==> config.mk <==
export PLATFORM = sky130hd
export DESIGN_NAME = giris_debounce
export DESIGN_NICKNAME = d
export VERILOG_FILES = /design/src/rtl/giris_debounce.sv
export SDC_FILE = /design/constraint.sdc
export NUM_CORES = 1
export LEC_CHECK = 0
export ABC_CLOCK_PERIOD_IN_PS = 1300
export CAP_MARGIN = 20
export CORE_MARGIN = 2
export CORE_UTILIZATION = 48
export DETAILED_ROUTE_END_ITERATION = 10
export PLACE_DENSITY = 0.83
export SLEW_MARGIN = 40
export SYNTH_ARGS = -nofsm -noshare
export SYNTH_HDL_FRONTEND = slang
export SYNTH_SLANG_ARGS = --single-unit
==> constraint.sdc <==
create_clock -name clk -period 1.3 [get_ports clk]
set_input_delay 0.26 -clock clk [delete_from_list [all_inputs] [get_ports clk]]
set_output_delay 0.26 -clock clk [all_outputs]
set_load 0.02 [all_outputs]
==> src/rtl/giris_debounce.sv <==
// giris_debounce: 2-flop synchroniser plus per-channel stable-count debounce of four raw switch levels onto a/b/c/d.
// Latency: a held level appears on a..d, with a one-cycle degisti strobe, at edge STABLE_CYCLES+2 after it is first sampled.
// Backpressure: none; a free-running level conditioner where each channel can change at most once per STABLE_CYCLES cycles.
module giris_debounce #(
    parameter int STABLE_CYCLES = 8
) (
    input  logic       clk,
    input  logic       rst_n,
    input  logic [3:0] sw_in,
    output logic       a,
    output logic       b,
    output logic       c,
    output logic       d,
    output logic       degisti
);

    localparam int CW = (STABLE_CYCLES > 1) ? $clog2(STABLE_CYCLES) : 1;
    localparam logic [CW-1:0] CNT_LAST = CW'(STABLE_CYCLES - 1);

    // Per-channel state is implied by the synchronised level versus the output.
    localparam logic [0:0] ST_IDLE  = 1'b0;
    localparam logic [0:0] ST_COUNT = 1'b1;

    logic [3:0]    s1;
    logic [3:0]    s2;
    logic [3:0]    q;
    logic [3:0]    commit;
    logic [0:0]    st  [4];
    logic [CW-1:0] cnt [4];

    // Two-flop synchroniser on all raw inputs; bit ordering is preserved.
    always_ff @(posedge clk) begin
        if (!rst_n) begin
            s1 <= '0;
            s2 <= '0;
        end else begin
            s1 <= sw_in;
            s2 <= s1;
        end
    end

    // Classify each channel and flag the edge where its window has fully elapsed.
    always_comb begin
        commit = '0;
        for (int i = 0; i < 4; i++) begin
            st[i]     = (s2[i] != q[i]) ? ST_COUNT : ST_IDLE;
            commit[i] = (st[i] == ST_COUNT) && (cnt[i] == CNT_LAST);
        end
    end

    // Stable counters and output flops; any return to the output level restarts the window.
    always_ff @(posedge clk) begin
        if (!rst_n) begin
            q <= '0;
            for (int i = 0; i < 4; i++) begin
                cnt[i] <= '0;
            end
        end else begin
            for (int i = 0; i < 4; i++) begin
                if (st[i] == ST_IDLE) begin
                    cnt[i] <= '0;
                end else if (commit[i]) begin
                    q[i]   <= s2[i];
                    cnt[i] <= '0;
                end else begin
                    cnt[i] <= cnt[i] + 1'b1;
                end
            end
        end
    end

    // Change strobe: one pulse per commit edge, aligned with the new output values.
    always_ff @(posedge clk) begin
        if (!rst_n) begin
            degisti <= 1'b0;
        end else begin
            degisti <= |commit;
        end
    end

    assign a = q[3];
    assign b = q[2];
    assign c = q[1];
    assign d = q[0];

endmodule

==> results.toml <==
[sta]
finalHoldViolCount = 0
fin_skew_ns = 0.00107
rsz0062_at_grt = "yes"
fin_crit_sh = 1.03
drv_slew = 0
period_needed_ns = 1.33
finalSetupViolations = 3
timing.final.ws_setup_ns = -0.0327
max_freq_mhz = 750
whs_ns = 0.451

[yosys]
seq_area_frac_synth = 0.609
ys_warn_count = 0
synth-main-ff-cell = "dfxtp_1"
synth_top_area_share = 0.354
post_synth.cell_area_avg_um2 = 13.8
synthCells = 74
ys_seq_elements = 25
yosys.area.top_type = "edfxtp_1"
synthTopCellsByCount = "and2_1, dfxtp_1, edfxtp_1"
synth_edf_count = 12
yosysMostFrequentCell = "and2_1"
syn_area_um2 = 1020
ys_types = 14
synthTopCellsByArea = "edfxtp_1, dfxtp_1, and2_1"
ys_async_sr_fraction = 0

[flow_run]
cap_viol_max_count = 0

[cts]
cts-htree-levels = 1
clk_latency_ns = 0.31
cts.sinks = 25
clockBufferDepth = 2
cts_tree = "built"
clk_pin_slew_ns = 0.13
cts_buffers = 3
root_buffer = "clkbuf_4"

[status]
violations = "negative setup slack"
outcome = "finished with violations"

[routing]
via_count = 593
drt-initial-drc-count = 3
wire_per_inst_um = 11.3
vias_per_cell = 4.39
drc_errors = 0
drtPass1Iterations = 4
routed_wl_mm = 1.53
postRouteAntennaNets = 0

[power_and_ir_drop]
powerDensity_nw_per_um2 = 956
p_total_uw = 1310
p_leak_uw = 0.000586
ir_drop_mv = 0.843

[setup_path]
path_class = "reg2reg"
worstPathRequired_ns = 1.39
cp.arrival_ns = 1.43
start_kind = "flip-flop"
end_kind = "flip-flop"
crit_fanout = 3

[global_route]
grt-ovfl-total = 0
grt_pass1_vias = 594
grt_use_total = 0.147
grt_pass1_wl_mm = 2.55
antenna_found_initial = 0
grt_start_max_net_pins = 15

[placement]
routabilityCongestion = 0.687
dp_cells = 127
io_buffer_count = 10

[layout]
antenna_cells = 0
layout.nets = 123
area_delta_synth_final_pct = 34.5
drive_gt1_frac = 0.306
finalNonFillerCells = 135

[hold_path]
hold_class = "reg2reg"

[floorplanning]
die_y_um = 50.1
core-area_um2 = 1980
chipWidth_um = 50.1
row_count = 16
ios = 11
dieArea_um2 = 2510
start_util = 0.514
[area by class of cell]
type,count,area (µm²)
clock buffers,3,22.5
multi-input cells,59,527
clock inverters,1,5.00
flip-flops and latches,25,622
fillers,148,612
well taps,27,33.8
repair buffers,20,160
[what timing repair did]
item / in CTS / in global routing
pin swaps: 2 / 6
buffers inserted: 2 / 2
hold buffers: 0 / 0
gates resized for setup: 22 / 12
hold endpoints to repair: 0 / 0
endpoints found under the setup margin: 17 / 17
[registers in the layout, indices dropped and copies added (netlist names)]
name,flops
degisti,1
s2,4
s1,4
cnt,12
q,4
[logic make-up after synthesis]
| family | count (synthesis) | synth area share |
|---|---|---|
| flip-flops | 25 | 0.609 |
| AND/OR/NAND/NOR | 28 | 0.189 |
| AO/OA/AOI/OAI | 3 | 0.0221 |
| multiplexers | 4 | 0.0393 |
| other | 1 | 0.00368 |
| XOR/XNOR | 4 | 0.0344 |
| adder cells (fa/ha/maj) | 8 | 0.0983 |
| buffers and inverters | 1 | 0.00368 |
[placed cells by master (no fill, tap or decap)]
| master | n |
|---|---|
| clkinv_2 | 1 |
| nor2b_1 | 4 |
| dfxtp_2 | 1 |
| clkdlybuf4s50_1 | 5 |
| buf_4 | 10 |
| and3b_2 | 1 |
| clkdlybuf4s15_2 | 1 |
| dfxtp_1 | 12 |
| ha_4 | 5 |
| clkbuf_2 | 3 |
| mux2i_1 | 4 |
| nor2b_4 | 2 |
| edfxtp_1 | 12 |
| conb_1 | 12 |
| a22oi_1 | 1 |
| clkbuf_4 | 3 |
| xor2_1 | 4 |
| and2b_1 | 2 |
| and2_4 | 2 |
| and3b_1 | 3 |
| and2_1 | 14 |
| ha_2 | 3 |
| a22oi_2 | 1 |
| dlygate4sd2_1 | 1 |
| a21boi_1 | 1 |
[worst paths after layout]
| path | startpoint | depth (start not counted) | to | slack, ns |
|---|---|---|---|---|
| min reg2reg | s1[3] | 1 | s2[3] | 0.45 |
| min | s1[3] | 1 | s2[3] | 0.45 |
| max reg2reg | cnt[2][0] | 4 | cnt[2][2] | -0.03 |
| max | cnt[2][0] | 4 | cnt[2][2] | -0.03 |
[per-layer routing]
| metal | wire [µm] | share of wire | GRT usage |
|---|---|---|---|
| met5 | 0 | 0 | 0 |
| met4 | 41 | 0.027 | 0.111 |
| met3 | 42 | 0.027 | 0.0364 |
| met2 | 769 | 0.50 | 0.237 |
| met1 | 677 | 0.44 | 0.166 |
[report_power, final]
part	internal, µW	switching [µW]	leakage (µW)
clock	115	227	0.0000177
sequential	854	16.2	0.000231
combinational	59.6	38.1	0.000337
[worst max-delay path: stages (launching register included)]
cell and delay (ns):
edfxtp_1 0.44, ha_4 0.17, ha_4 0.14, and3b_2 0.22, and2_4 0.15
[metrics by stage]
| step | util | instance area [µm²] | setup WS, ns | setup TNS [ns] |
|---|---|---|---|---|
| finish | 0.691 | 1370 | -0.0327 | -0.0770 |
| CTS | 0.675 | 1340 | 0.000715 | 0 |
| global placement | 0.623 | 1230 | -0.110 | -1.21 |
| floorplan | - | 1060 | 0.0392 | 0 |
| global route | 0.691 | 1370 | -0.0715 | -0.430 |
| detailed placement | 0.623 | 1230 | -0.142 | -1.45 |
No activity file was read; power rests on OpenSTA's default activity.
